File: src/rtl/pipe_field_pkg.sv
// Shared types and constants for the Flappy Bird LED game stages.
package flappy_pkg;

  typedef enum logic [1:0] {
    IDLE = 2'd0,
    RUN  = 2'd1,
    LOST = 2'd2
  } game_state_t;

  // Feedback taps for x^8+x^6+x^5+x^4+1 with a left-shifting register
  localparam logic [7:0] LFSR_TAPS = 8'b1011_1000;

  localparam int unsigned DEF_ROWS = 8;
  localparam int unsigned DEF_COLS = 8;

  // One LFSR step: shift left, parity of tapped bits enters bit 0
  function automatic logic [7:0] lfsr_next(input logic [7:0] cur);
    return {cur[6:0], ^(cur & LFSR_TAPS)};
  endfunction

endpackage

File: src/rtl/pipe_field_if.sv
// Game-side signals of the pipe stage: bird input, grid/score/status outputs.
interface pipe_field_if
  import flappy_pkg::*;
#(
  parameter int unsigned ROWS = DEF_ROWS,
  parameter int unsigned COLS = DEF_COLS
);

  logic                 start;
  logic [ROWS-1:0]      birdRows;
  logic [ROWS*COLS-1:0] redGrid;
  logic                 lossDetect;
  logic [7:0]           score;
  logic                 playing;

  modport master (
    output start, birdRows,
    input  redGrid, lossDetect, score, playing
  );

  modport slave (
    input  start, birdRows,
    output redGrid, lossDetect, score, playing
  );

endinterface

File: src/rtl/pipe_field_gen.sv
// Pipe column generator: LFSR-chosen gap position, everything else lit.
module pipe_gen
  import flappy_pkg::*;
#(
  parameter int unsigned ROWS      = DEF_ROWS,
  parameter int unsigned GAP_H     = 3,
  parameter logic [7:0]  LFSR_SEED = 8'hA5
) (
  input  logic            clock,
  input  logic            reset,
  input  logic            advance,
  output logic [ROWS-1:0] pipe_col_c
);

  localparam int unsigned SLOTS = ROWS - GAP_H + 1;

  logic [7:0] lfsr;
  logic [7:0] gap_c;

  // Step the LFSR once per inserted pipe; only reset reseeds it
  always_ff @(posedge clock or posedge reset) begin
    if (reset) begin
      lfsr <= LFSR_SEED;
    end else if (advance) begin
      lfsr <= lfsr_next(lfsr);
    end
  end

  assign gap_c = 8'(lfsr % 8'(SLOTS));

  // Open rows gap..gap+GAP_H-1, light all others
  always_comb begin
    pipe_col_c = '1;
    for (int unsigned r = 0; r < ROWS; r++) begin
      if ((32'(gap_c) <= r) && (r < 32'(gap_c) + GAP_H)) begin
        pipe_col_c[r] = 1'b0;
      end
    end
  end

endmodule

File: src/rtl/pipe_field.sv
// Obstacle stage: scrolls pipe columns across the grid, detects bird collisions
// and counts pipes passed.
module pipe_field
  import flappy_pkg::*;
#(
  parameter int unsigned ROWS         = DEF_ROWS,
  parameter int unsigned COLS         = DEF_COLS,
  parameter int unsigned TICK_DIV     = 1791,
  parameter int unsigned GAP_H        = 3,
  parameter int unsigned PIPE_SPACING = 4,
  parameter int unsigned BIRD_COL     = 1,
  parameter logic [7:0]  LFSR_SEED    = 8'hA5
) (
  input  logic         clock,
  input  logic         reset,
  pipe_field_if.slave  bus
);

  localparam int unsigned GRID_W = ROWS * COLS;
  localparam int unsigned DIV_W  = (TICK_DIV > 0) ? $clog2(TICK_DIV + 1) : 1;
  localparam int unsigned SP_W   = $clog2(PIPE_SPACING);

  game_state_t       state;
  logic [DIV_W-1:0]  divider;
  logic [SP_W-1:0]   spacing;
  logic [GRID_W-1:0] grid;
  logic [7:0]        score;
  logic              loss;
  logic              playing;

  logic [ROWS-1:0]   bird_col_c;
  logic [ROWS-1:0]   pipe_col_c;
  logic [ROWS-1:0]   new_col_c;
  logic [GRID_W-1:0] shifted_c;
  logic              collide_c;
  logic              tick_c;
  logic              advance_c;

  // Collision: any bird row over red in the bird column, or no bird at all
  assign bird_col_c = grid[BIRD_COL*ROWS +: ROWS];
  assign collide_c  = (|(bus.birdRows & bird_col_c)) | (bus.birdRows == '0);
  assign tick_c     = (divider == DIV_W'(TICK_DIV));
  assign advance_c  = (state == RUN) && !collide_c && tick_c && (spacing == '0);

  // Scroll left by one column; rightmost column is a fresh pipe or empty
  assign new_col_c = (spacing == '0) ? pipe_col_c : '0;
  assign shifted_c = {new_col_c, grid[GRID_W-1:ROWS]};

  pipe_gen #(
    .ROWS      (ROWS),
    .GAP_H     (GAP_H),
    .LFSR_SEED (LFSR_SEED)
  ) u_gen (
    .clock      (clock),
    .reset      (reset),
    .advance    (advance_c),
    .pipe_col_c (pipe_col_c)
  );

  // Game FSM with divider, spacing counter, grid shift register and score
  always_ff @(posedge clock or posedge reset) begin
    if (reset) begin
      state   <= IDLE;
      divider <= '0;
      spacing <= '0;
      grid    <= '0;
      score   <= '0;
      loss    <= 1'b0;
      playing <= 1'b0;
    end else begin
      case (state)
        IDLE, LOST: begin
          if (bus.start) begin
            state   <= RUN;
            divider <= '0;
            spacing <= '0;
            grid    <= '0;
            score   <= '0;
            loss    <= 1'b0;
            playing <= 1'b1;
          end
        end
        RUN: begin
          if (collide_c) begin
            // Collision beats a simultaneous tick: grid and score freeze as-is
            state   <= LOST;
            loss    <= 1'b1;
            playing <= 1'b0;
          end else if (tick_c) begin
            divider <= '0;
            grid    <= shifted_c;
            spacing <= (spacing == '0) ? SP_W'(PIPE_SPACING - 1) : spacing - SP_W'(1);
            if ((|bird_col_c) && (score != 8'hFF)) begin
              score <= score + 8'd1;
            end
          end else begin
            divider <= divider + DIV_W'(1);
          end
        end
        default: begin
          state   <= IDLE;
          loss    <= 1'b0;
          playing <= 1'b0;
        end
      endcase
    end
  end

  assign bus.redGrid    = grid;
  assign bus.lossDetect = loss;
  assign bus.score      = score;
  assign bus.playing    = playing;

endmodule

File: src/flat_wrapper.sv
// flat-port wrapper written by rule: the top's interface ports become plain ports
module pipe_field_flat import flappy_pkg::*;
#(
  parameter int unsigned ROWS         = DEF_ROWS,
  parameter int unsigned COLS         = DEF_COLS,
  parameter int unsigned TICK_DIV     = 1791,
  parameter int unsigned GAP_H        = 3,
  parameter int unsigned PIPE_SPACING = 4,
  parameter int unsigned BIRD_COL     = 1,
  parameter logic [7:0]  LFSR_SEED    = 8'hA5
)
  (clock, reset, bus_start, bus_birdRows, bus_redGrid, bus_lossDetect, bus_score, bus_playing);
  pipe_field_if #(.ROWS(ROWS), .COLS(COLS)) bus_i ();
  input  logic clock;
  input  logic reset;
  input wire logic [$bits(bus_i.start)-1:0] bus_start;
  input wire logic [$bits(bus_i.birdRows)-1:0] bus_birdRows;
  output wire logic [$bits(bus_i.redGrid)-1:0] bus_redGrid;
  output wire logic [$bits(bus_i.lossDetect)-1:0] bus_lossDetect;
  output wire logic [$bits(bus_i.score)-1:0] bus_score;
  output wire logic [$bits(bus_i.playing)-1:0] bus_playing;
  assign bus_i.start = bus_start;
  assign bus_i.birdRows = bus_birdRows;
  assign bus_redGrid = bus_i.redGrid;
  assign bus_lossDetect = bus_i.lossDetect;
  assign bus_score = bus_i.score;
  assign bus_playing = bus_i.playing;
  pipe_field #(.ROWS(ROWS), .COLS(COLS), .TICK_DIV(TICK_DIV), .GAP_H(GAP_H), .PIPE_SPACING(PIPE_SPACING), .BIRD_COL(BIRD_COL), .LFSR_SEED(LFSR_SEED)) u_core (.clock(clock), .reset(reset), .bus(bus_i));
endmodule
File: config.mk
export PLATFORM = sky130hd
export DESIGN_NAME = pipe_field_flat
export DESIGN_NICKNAME = d
export VERILOG_FILES = /design/src/rtl/pipe_field_pkg.sv /design/src/rtl/pipe_field_if.sv /design/src/rtl/pipe_field_gen.sv /design/src/rtl/pipe_field.sv /design/src/flat_wrapper.sv
export SDC_FILE = /design/constraint.sdc
export NUM_CORES = 1
export LEC_CHECK = 0
export ABC_CLOCK_PERIOD_IN_PS = 6300
export CAP_MARGIN = 20
export CORE_MARGIN = 5
export CORE_UTILIZATION = 30
export DETAILED_ROUTE_END_ITERATION = 10
export PLACE_DENSITY = 0.56
export SYNTH_ARGS = -nofsm -noshare
export SYNTH_HDL_FRONTEND = slang
export SYNTH_SLANG_ARGS = --single-unit
File: constraint.sdc
create_clock -name clock -period 6.3 [get_ports clock]
set_input_delay 1.26 -clock clock [delete_from_list [all_inputs] [get_ports clock]]
set_output_delay 1.26 -clock clock [all_outputs]
set_load 0.02 [all_outputs]
==> summary.txt <==
Route
  • Drt total wl: 11.5 mm
  • DRC Markers: 0
  • Vias per inst: 5.02
  • Iter 0 DRT Violations: 367
  • Routed WL per cell: 14.8 um
  • Detailed-router iteration count before antenna repair: 4
  • Post-DRT Antenna Nets: 0
  • Via count: 3904

Clock network
  • CTS root buf: clkbuf_16
  • Clock latency on the worst-skew pair: 0.34 ns
  • Hold Buf Count CTS: 0
  • Sink Count: 96
  • Num CTS Buffers: 9
  • Post-cts resize count: 0
  • H-tree depth: 3
  • CTS tree: built
  • Post-CTS setup buffers: 0
  • Clock Path Buffers: 2
  • Clock slew seen by the registers of the worst setup and hold paths: 0.06 ns

Floorplan
  • Die area: 0.0180 mm^2
  • Row count: 45
  • Core Box Area: 0.0151 mm^2
  • # IOs: 85
  • Chip height: 134 um
  • Die X: 134 um
  • Starting Density: 30.6%

Timing
  • Least-Margin Pin Slew: 0.892 ns
  • Pins Over Slew Limit: 0
  • RSZ-0062 raised after global routing: no
  • F_max: 0.252 GHz
  • Final setup viols: 0
  • Final hold vios: 0
  • Max Clock Skew: 0.00579 ns
  • Fin Setup TNS: 0 ns
  • Slew HR: 39.9%
  • Crit share post-route: 63.1%
  • Final min period: 3.98 ns
  • Final WS setup: 2.32 ns

Worst hold path
  • Worst hold stages: 1
  • Hold WC Path Type: reg2reg
  • Hold_sp: u_core.divider[9]$_DFFE_PP0P_

Worst setup path
  • CP Capture Type: flip-flop
  • Worst Reg-to-Reg Cells: 14
  • Worst path cell trace: clkdlybuf4s50_1 > a22o_1 > a221oi_1 > nand4_1 > or2_2 > nor2_4 > buf_4 > o21ai_0
  • Critical path origin: bus_birdRows[1]
  • RR Startpoint: u_core.u_gen.lfsr[5]$_DFFE_PP1P_
  • CP max stage delay: 0.65 ns
  • Largest fanout on the critical path: 83
  • CP required: 6.49 ns
  • Critical path startpoint category: input pin
  • Crit Path Category: in2reg
  • Slowest stage cell, crit path: buf_4
  • CP Data Arrival Time: 4.16 ns

Yosys
  • Mapped Cells: 513
  • Netlist Area Pre-Place: 0.00463 mm^2
  • Avg Cell Area, Syn: 9.02 um^2
  • Post-synth EDFFs: 0
  • Flops & latches, synth: 96
  • Synth cell types: 59
  • Primary FF master, synth: dfrtp_1
  • Synth Net Count: 530
  • Top cell type's share of synthesized area: 49.7%
  • Sequential fraction of the synthesis area: 52.0%
  • Area contributors post-synth: dfrtp_1 50%, nand2_1 11%, o21ai_0 8.6%
  • Synth cell count leaders: 137 x nand2_1, 92 x dfrtp_1, 80 x o21ai_0, 20 x nor2_1, 18 x clkbuf_1
  • Async SR Flop Fraction: 100%
  • Most frequent cell after synthesis: nand2_1
  • Synth Warn #: 0
  • Leading area contributor after synthesis: dfrtp_1

Final layout
  • ANT cells: 0
  • Final nets: 602
  • Fillers: 1472
  • P&R area growth vs syn: 27.8%
  • Multi-input logic area: 0.00208 mm^2
  • Reg area: 0.00241 mm^2
  • Layout cells sized above 1: 6.10%

GRT
  • Largest net degree at the start of global routing: 84
  • Total grt overflow: 0
  • First-pass GRT wire length: 19.1 mm
  • GRT Total Usage: 12.8%
  • Vias in the first global route: 3742
  • Initial antenna violation count: 0

Run status
  • Status: finished clean

Power
  • Worst vdd ir: 0.000119 V
  • Leakage: 2.42 nW
  • PD cells: 232 mW/mm^2
  • Tot Pwr: 1.37 mW

Placement
  • Hpwl dp: 8.00 mm
  • IO buf count: 84
  • Routability cong.: 0.832
  • Pre-CTS setup slack: 1.97 ns

Flow run
  • Max-cap violations: 0
worst max-delay path: cells and delay by family:
kind	cells	cell delay, ns
AO/OA/AOI/OAI	3	0.66
AND/OR/NAND/NOR	3	1.13
buffers and inverters	2	1.08
logic make-up after synthesis:
kind of cell	synth area share (%)
AOI/OAI and AO/OA	18.5
xor gates and xnor gates	2.46
DFF	52.0
muxes	0.649
buffers and inverters	3.32
and+or+nand+nor	21.4
adders and majority gates	1.62
area by class of cell:
class | instances | share of cell area [%]
timing repair buffer | 87 | 14.8
clock buffer | 12 | 4.00
inverter | 14 | 0.930
multi-input combinational | 377 | 35.1
tap | 188 | 3.98
clock inverter | 4 | 0.529
sequential | 96 | 40.7
where the power goes:
part / switching [mW] / total [mW] / internal [mW] / leakage (nW)
registers: 0.0366 / 0.688 / 0.651 / 1.29
logic: 0.111 / 0.185 / 0.0741 / 1.01
clock network: 0.231 / 0.500 / 0.269 / 0.119
total: 0.379 / 1.37 / 0.994 / 2.42
cells in the final DEF (no fill, tap or decap), types with 4 or more instances in the layout:
cell type | netlist | layout
xnor2_1 | 8 | 8
a22o_1 | 8 | 8
nand4_1 | 9 | 9
nor2b_1 | 4 | 4
a31oi_1 | 4 | 4
o21ai_1 | 4 | 4
o21ai_0 | 80 | 80
dfrtp_1 | 92 | 92
clkbuf_16 | 0 | 9
nor2_1 | 20 | 20
ha_1 | 6 | 6
and2_1 | 6 | 6
xor2_1 | 5 | 5
clkdlybuf4s50_1 | 0 | 84
nor3_1 | 8 | 8
a21oi_1 | 6 | 6
nand3_1 | 10 | 10
nor4_1 | 5 | 5
nand2_1 | 137 | 137
inv_1 | 14 | 13
dfstp_2 | 4 | 4
a21o_1 | 4 | 4
path summary, 6_finish.rpt:
check	to	slack, ns
worst max-delay path	u_core.bus.redGrid[2]$_DFFE_PP0P_	2.32
worst min-delay path	u_core.divider[9]$_DFFE_PP0P_	0.48
worst max register to register	u_core.bus.redGrid[62]$_DFFE_PP0P_	2.40
max in group asynchronous	u_core.bus.score[0]$_DFFE_PP0P_	3.85
min in group asynchronous	u_core.u_gen.lfsr[3]$_DFFE_PP0P_	1.26
worst min register to register	u_core.divider[9]$_DFFE_PP0P_	0.48
metal layers:
metal,vias up,part of all wire (%),track usage (%)
li1,1926,-,-
met1,1875,48,17.9
met2,94,46,19.6
met3,9,4.9,3.19
met4,0,1.1,3.90
met5,-,0,0
state kept, by name (all words and copies together), names as in the netlist:
name	count
u_core.bus.lossDetect	1
u_core.bus.playing	1
u_core.bus.redGrid	64
u_core.bus.score	8
u_core.divider	11
u_core.spacing	2
u_core.state	1
u_core.u_gen.lfsr	8
stage by stage:
stage | hold WS [ns] | std cells | utilization, % | instance area, um^2
after floorplan | 0.443 | 513 | - | 4630
after global placement | 0.464 | 761 | 37.2 | 5630
after detailed placement | 0.482 | 761 | 37.2 | 5630
after CTS | 0.487 | 777 | 38.9 | 5900
after global routing | 0.515 | 778 | 39.1 | 5920
final | 0.482 | 778 | 39.1 | 5920
No activity file was read; power rests on OpenSTA's default activity.
